==> src/rtl/ghash_accumulator.sv <==
// GHASH front-end sequencer: folds each block into Y, drives the GF(2^128) multiplier, presents Y as the tag.
// Optional GHASH_LEN_BLOCK_EN: counts AAD/text blocks and issues the length block internally after the last block.
module ghash_accumulator #(
  parameter int unsigned NB_DATA      = 128,
  parameter int unsigned MULT_LATENCY = 129,
  parameter int unsigned NB_LAT_CNT   = 8
) (
  input  logic               i_clock,
  input  logic               i_reset,
  input  logic [NB_DATA-1:0] i_hash_key,
  input  logic               i_key_load,
  input  logic [NB_DATA-1:0] i_data,
  input  logic               i_valid,
  input  logic               i_first,
  input  logic               i_last,
`ifdef GHASH_LEN_BLOCK_EN
  input  logic               i_is_aad,
`endif
  output logic               o_ready,
  output logic [NB_DATA-1:0] o_mult_x,
  output logic [NB_DATA-1:0] o_mult_y,
  output logic               o_mult_valid,
  input  logic [NB_DATA-1:0] i_mult_z,
  output logic [NB_DATA-1:0] o_tag,
  output logic               o_tag_valid
);

  localparam logic [NB_LAT_CNT-1:0] LAT_LAST = NB_LAT_CNT'(MULT_LATENCY - 1);

  typedef enum logic [1:0] {
    ST_IDLE = 2'd0,
    ST_MULT = 2'd1,
    ST_LEN  = 2'd2
  } state_t;

  state_t                state;
  logic [NB_DATA-1:0]    h_q;
  logic [NB_DATA-1:0]    x_q;
  logic [NB_DATA-1:0]    y_q;
  logic [NB_DATA-1:0]    tag_q;
  logic [NB_LAT_CNT-1:0] lat_cnt;
  logic                  last_q;
  logic                  ready_q;
  logic                  mult_valid_q;
  logic                  tag_valid_q;

`ifdef GHASH_LEN_BLOCK_EN
  localparam int unsigned NB_BLK_CNT = 64;

  logic [NB_BLK_CNT-1:0] aad_cnt;
  logic [NB_BLK_CNT-1:0] txt_cnt;
  logic                  len_done;
  logic [127:0]          len_block;

  // Bit lengths of AAD and text, 128 bits per block
  assign len_block = {64'(aad_cnt * 64'd128), 64'(txt_cnt * 64'd128)};
`endif

  always_ff @(posedge i_clock or posedge i_reset) begin
    if (i_reset) begin
      state        <= ST_IDLE;
      h_q          <= '0;
      x_q          <= '0;
      y_q          <= '0;
      tag_q        <= '0;
      lat_cnt      <= '0;
      last_q       <= 1'b0;
      ready_q      <= 1'b1;
      mult_valid_q <= 1'b0;
      tag_valid_q  <= 1'b0;
`ifdef GHASH_LEN_BLOCK_EN
      aad_cnt      <= '0;
      txt_cnt      <= '0;
      len_done     <= 1'b0;
`endif
    end else begin
      tag_valid_q <= 1'b0;
      case (state)
        ST_IDLE: begin
          if (i_key_load) h_q <= i_hash_key;
          if (i_valid && ready_q) begin
            x_q          <= (i_first ? '0 : y_q) ^ i_data;
            last_q       <= i_last;
            lat_cnt      <= '0;
            ready_q      <= 1'b0;
            mult_valid_q <= 1'b1;
            state        <= ST_MULT;
`ifdef GHASH_LEN_BLOCK_EN
            if (i_first) begin
              aad_cnt <= i_is_aad ? NB_BLK_CNT'(1) : '0;
              txt_cnt <= i_is_aad ? '0 : NB_BLK_CNT'(1);
            end else if (i_is_aad) begin
              aad_cnt <= aad_cnt + NB_BLK_CNT'(1);
            end else begin
              txt_cnt <= txt_cnt + NB_BLK_CNT'(1);
            end
`endif
          end
        end

        // Operands stay frozen; the multiplier reads x at every stage
        ST_MULT: begin
          if (lat_cnt == LAT_LAST) begin
            y_q          <= i_mult_z;
            mult_valid_q <= 1'b0;
`ifdef GHASH_LEN_BLOCK_EN
            if (last_q && !len_done) begin
              state <= ST_LEN;
            end else begin
              state    <= ST_IDLE;
              ready_q  <= 1'b1;
              len_done <= 1'b0;
              if (last_q) begin
                tag_q       <= i_mult_z;
                tag_valid_q <= 1'b1;
              end
            end
`else
            state   <= ST_IDLE;
            ready_q <= 1'b1;
            if (last_q) begin
              tag_q       <= i_mult_z;
              tag_valid_q <= 1'b1;
            end
`endif
          end else begin
            lat_cnt <= lat_cnt + NB_LAT_CNT'(1);
          end
        end

`ifdef GHASH_LEN_BLOCK_EN
        // Internally issued length block, always the final multiply of the message
        ST_LEN: begin
          x_q          <= y_q ^ NB_DATA'(len_block);
          lat_cnt      <= '0;
          len_done     <= 1'b1;
          mult_valid_q <= 1'b1;
          state        <= ST_MULT;
        end
`endif

        default: begin
          state        <= ST_IDLE;
          ready_q      <= 1'b1;
          mult_valid_q <= 1'b0;
        end
      endcase
    end
  end

  assign o_ready      = ready_q;
  assign o_mult_x     = h_q;
  assign o_mult_y     = x_q;
  assign o_mult_valid = mult_valid_q;
  assign o_tag        = tag_q;
  assign o_tag_valid  = tag_valid_q;

endmodule

==> config.mk <==
export PLATFORM = sky130hd
export DESIGN_NAME = ghash_accumulator
export DESIGN_NICKNAME = d
export VERILOG_FILES = /design/src/rtl/ghash_accumulator.sv
export SDC_FILE = /design/constraint.sdc
export NUM_CORES = 1
export LEC_CHECK = 0
export ABC_AREA = 1
export CORE_AREA = 2 2 305 307
export DETAILED_ROUTE_END_ITERATION = 10
export DIE_AREA = 0 0 307 309
export PLACE_DENSITY = 0.54
export RECOVER_POWER = 100
export SETUP_SLACK_MARGIN = 0.02
export SLEW_MARGIN = 20
export SYNTH_ARGS = -nofsm -noshare
export SYNTH_HDL_FRONTEND = slang
export SYNTH_SLANG_ARGS = --single-unit
==> constraint.sdc <==
create_clock -name i_clock -period 36.4 [get_ports i_clock]
set_input_delay 3.64 -clock i_clock [delete_from_list [all_inputs] [get_ports i_clock]]
set_output_delay 3.64 -clock i_clock [all_outputs]
set_load 0.01 [all_outputs]
* After elaboration in Yosys (flattened, before gate mapping) *
Cells that the tools add are included.

word-level totals
  logic and storage cells = 42
  bits in registers = 526
  bits of input ports = 390
  output and inout bits = 387

operators by class
  reductions and logical operators = 9
  equality and inequality tests = 5
  bitwise logic cells = 1
  mux-type cells = 16
  add/sub/neg operators = 1

operator list
  kind                 count
  $mux 128             1
  $xor 128x128->128    1
  $mux 8               2
  $pmux 8 s2           1
  $add 8x1->8 const B  1
  $eq 8x8->1 const B   1
  $reduce_and 2->1     4
  $mux 1               7
  $ne 2x2->1 const B   3
  $reduce_and 3->1     2
  $mux 2               2
  $pmux 1 s2           2
  $pmux 2 s2           1
  $eq 2x1->1 const B   1
  $logic_not 2->1      1
  $reduce_bool 2->1    1
  $logic_and 1x1->1    1

* Longest topological paths before layout *
  depth in word-level cells = 3
  gate-level depth with buffers = 10
  gate-level depth less buffers = 9

* Worst setup path after synthesis *
OpenSTA, ideal clock, no wires.

  path kind = input -> register
  from = input port i_key_load
  to = register h_q[0], in the netlist o_mult_x[0]
  buffers on the path = 2
  library setup time = 0.125 ns
  stages = 4
  arrival = 4.405 ns
  data required time = 36.275 ns
  slack = 31.870 ns
  cells stage by stage = nand2_1 buf_2 buf_4 mux2_2

on the way
  word-level cells in the longest chain between the ends = 1

ends and longest elaborated chain
  what                        RTL line  text
  start: declaration          11        input logic i_key_load,
  $reduce_and 2->1 (no line)  n/a
  end signal: assignment      80        if (i_key_load) h_q <= i_hash_key;
  end: declaration            37        logic [NB_DATA-1:0] h_q;

No other way between the ends.
A chain may end at the register's enable or synchronous reset.

==> impl_metrics.py <==
metrics = {
    "status": {
        "outcome": "complete, but fails checks",
        "violations": "capacitance limit, slew limit",
    },
    "power_and_ir_drop": {
        "pwr-share-seq_pct": 39.9,
        "peakVddDrop_mv": 0.0374,
        "p_per_area_nw_per_um2": 71.7,
        "power_frac_clock_pct": 28.7,
        "p_switching_w": 0.000730,
        "switching_share_pct": 31.8,
        "power.leakage_nw": 14.7,
        "p_int_w": 0.00157,
        "combPwrFrac_pct": 31.4,
    },
    "timing": {
        "max_freq_ghz": 0.0545,
        "rsz0062_at_grt": "no",
        "fin_worst_skew_ns": 0.0367,
        "fin_crit_sh_pct": 50.4,
        "maxSlewHeadroom_pct": -430,
        "tns_ns": 0,
        "finalCriticalPeriod_ns": 18.34,
        "final_max_slew_viol_count": 929,
        "worst_slew_pin_slew_ns": 7.95,
        "setup_viol": 0,
        "hold_violations": 0,
    },
    "worst_setup_path": {
        "cp.arrival_ns": 18.30,
        "cp-start-kind": "input port",
        "criticalPathCategory": "in2async",
        "r2r_slack_ns": 29.86,
        "worstPathMaxFanout": 144,
        "required_ns": 36.36,
        "endpoint_kind": "async pin",
    },
    "floorplanning": {
        "die_h_um": 309,
        "ios": 777,
        "coreArea_um2": 91400,
        "die-width_um": 307,
        "initial_core_util_pct": 23.4,
        "fp-row-count": 111,
        "die_area_um2": 94900,
    },
    "routing": {
        "routed_wl_um": 75700,
        "antenna_left": 0,
        "wl_per_cell_um": 18.8,
        "dr.pass1.iters": 5,
        "vias_per_cell": 4.08,
        "via_count": 16500,
        "drt_iter0_drc": 1033,
        "drcViolationCount": 0,
    },
    "global_route": {
        "overflow": 0,
        "grt_use_total_pct": 15.5,
        "grt_max_degree": 145,
        "antenna_found_initial": 22,
        "first_global_vias": 16700,
        "grt_pass1_wl_um": 111000,
    },
    "cts": {
        "path_clk_slew_ns": 0.06,
        "insertion_delay_ns": 0.60,
        "cts.sinks": 524,
        "cts_buffers": 66,
        "cts_tree": "built",
        "h-tree-depth": 3,
        "cts_root_buf": "clkbuf_16",
        "clock_path_buffers": 3,
        "cts_setup_buffers": 0,
        "holdBufCountCts": 0,
        "cts.repair.resized": 0,
    },
    "yosys": {
        "synth_seq_cells": 524,
        "synthDistinctLibCells": 24,
        "yosysWarningCount": 0,
        "yosysSeqAreaShare_pct": 61.4,
        "synth_cells": 2045,
        "postSynthAreaPerCell_um2": 10.5,
        "syn_nets": 2437,
        "syn_area_um2": 21400,
    },
    "worst_hold_path": {
        "hold_class": "reg2reg",
    },
    "placement": {
        "port_buffers": 776,
        "dp_hpwl_um": 55000,
        "gp_congestion": 0.782,
    },
    "layout": {
        "final-seq-area_um2": 13100,
        "syn_to_final_growth_pct": 50.1,
        "drive_above_1_share_pct": 9.09,
        "fillerInstances": 9324,
        "final_util_pct": 35.1,
        "multi_input_area_um2": 7010,
        "nNetsFinal": 3181,
    },
    "job": {
        "cap_violations": 11,
    },
}
## Yosys cell counts
| library cell | number | area share (%) |
|---|---|---|
| nand2_1 | 662 | 12 |
| dfrtp_1 | 523 | 61 |
| o21ai_0 | 224 | 5.2 |
| mux2_2 | 128 | 6.7 |
| xor2_1 | 128 | 5.2 |
| inv_1 | 106 | 1.9 |
| o21ai_1 | 50 | 1.2 |
| nand3_1 | 47 | 1.1 |
| buf_2 | 41 | 0.96 |
| o21ai_2 | 40 | 1.6 |
| buf_4 | 28 | 0.98 |
| clkbuf_1 | 23 | 0.40 |
| buf_6 | 17 | 0.90 |
| clkbuf_2 | 7 | 0.16 |
| nor2_1 | 6 | 0.11 |
| inv_2 | 4 | 0.070 |
| ha_1 | 2 | 0.12 |
| nand3_2 | 2 | 0.094 |
| nor2_2 | 2 | 0.059 |
| a21oi_2 | 1 | 0.041 |
| dfstp_2 | 1 | 0.12 |
| nand2_2 | 1 | 0.029 |
| nand2_4 | 1 | 0.053 |
| nor3b_1 | 1 | 0.035 |
## final timing paths
path / end / cells after the start / from
worst max-delay path: o_mult_y[13] / 5 / i_reset
worst min-delay path: y_q[122] / 2 / y_q[122]
worst max register to register: o_mult_x[22] / 5 / o_mult_valid
worst min register to register: y_q[122] / 2 / y_q[122]
max in group i_clock: o_mult_x[22] / 5 / i_key_load
min in group asynchronous: o_mult_x[77] / 2 / i_reset
## critical path, cell delays in order
cell	delay (ns)
dlygate4sd3_1	0.55
clkinvlp_2	2.62
clkbuf_1	5.51
clkbuf_1	3.20
clkbuf_1	2.50
## cell type report
cell class                 count  area share, %
tap                         1186           4.63
clock buffer                  89           5.83
inverter                     110           1.30
antenna                        9         0.0702
clock inverter                29          0.948
timing repair buffer         792           24.5
sequential                   524           40.9
multi-input combinational   1295           21.8
## power by group through the flow
| stage | sequential [W] | clock (W) | combinational [W] |
|---|---|---|---|
| after floorplan | 0.000985 | 0 | 0.000264 |
| after global placement | 0.000929 | 0 | 0.000798 |
| after detailed placement | 0.000932 | 0 | 0.000804 |
| after CTS | 0.000925 | 0.000684 | 0.000807 |
| after global routing | 0.000949 | 0.000709 | 0.000792 |
| final | 0.000918 | 0.000659 | 0.000722 |
## layer usage
| metal | wire, um | vias to the layer above | track usage (%) |
|---|---|---|---|
| met5 | 55 | - | 0 |
| met4 | 2470 | 8 | 5.41 |
| met3 | 4790 | 143 | 4.59 |
| met2 | 36200 | 485 | 25.2 |
| met1 | 32200 | 7771 | 19.7 |
| li1 | - | 8049 | - |
## cell usage in the layout, fill, tap and decap left out, types with 3 or more instances in the layout
cell and count:
nor2_1 6, clkbuf_1 20, diode_2 9, nand2_1 663
mux2_2 128, inv_2 3, dfrtp_1 523, inv_1 105
clkinv_8 3, clkbuf_16 68, o21ai_2 6, inv_6 4
nand3_1 48, buf_4 8, xor2_1 128, bufinv_16 4
o21ai_0 306, dlygate4sd3_1 518, clkinv_2 16, clkdlybuf4s50_1 258
clkbuf_8 9
## per-stage QoR
step | std cells | total power [W] | hold slack (ns) | instance area, um2 | setup slack [ns]
after detailed placement | 3907 | 0.00174 | 0.459 | 30100 | 28.96
final | 4034 | 0.00230 | 0.469 | 32100 | 18.06
after CTS | 4025 | 0.00242 | 0.472 | 32300 | 29.62
after floorplan | 2045 | 0.00125 | 0.442 | 21400 | 18.12
after global placement | 3907 | 0.00173 | 0.454 | 30100 | 28.93
after global routing | 4030 | 0.00245 | 0.486 | 32100 | 14.73
## registers in the layout, indices dropped and copies added, names as in the netlist
name,flops
lat_cnt,8
last_q,1
o_tag_valid,1
o_mult_valid,1
o_tag,128
o_mult_y,128
o_mult_x,128
o_ready,1
y_q,128
## logic make-up after synthesis
kind of cell	synth area share (%)
simple gates	13.1
flops	61.4
mux	6.74
buf+inv	5.34
compound gates	8.10
fa+ha+maj	0.117
xor+xnor	5.25
(Power assumes the default switching activity.)
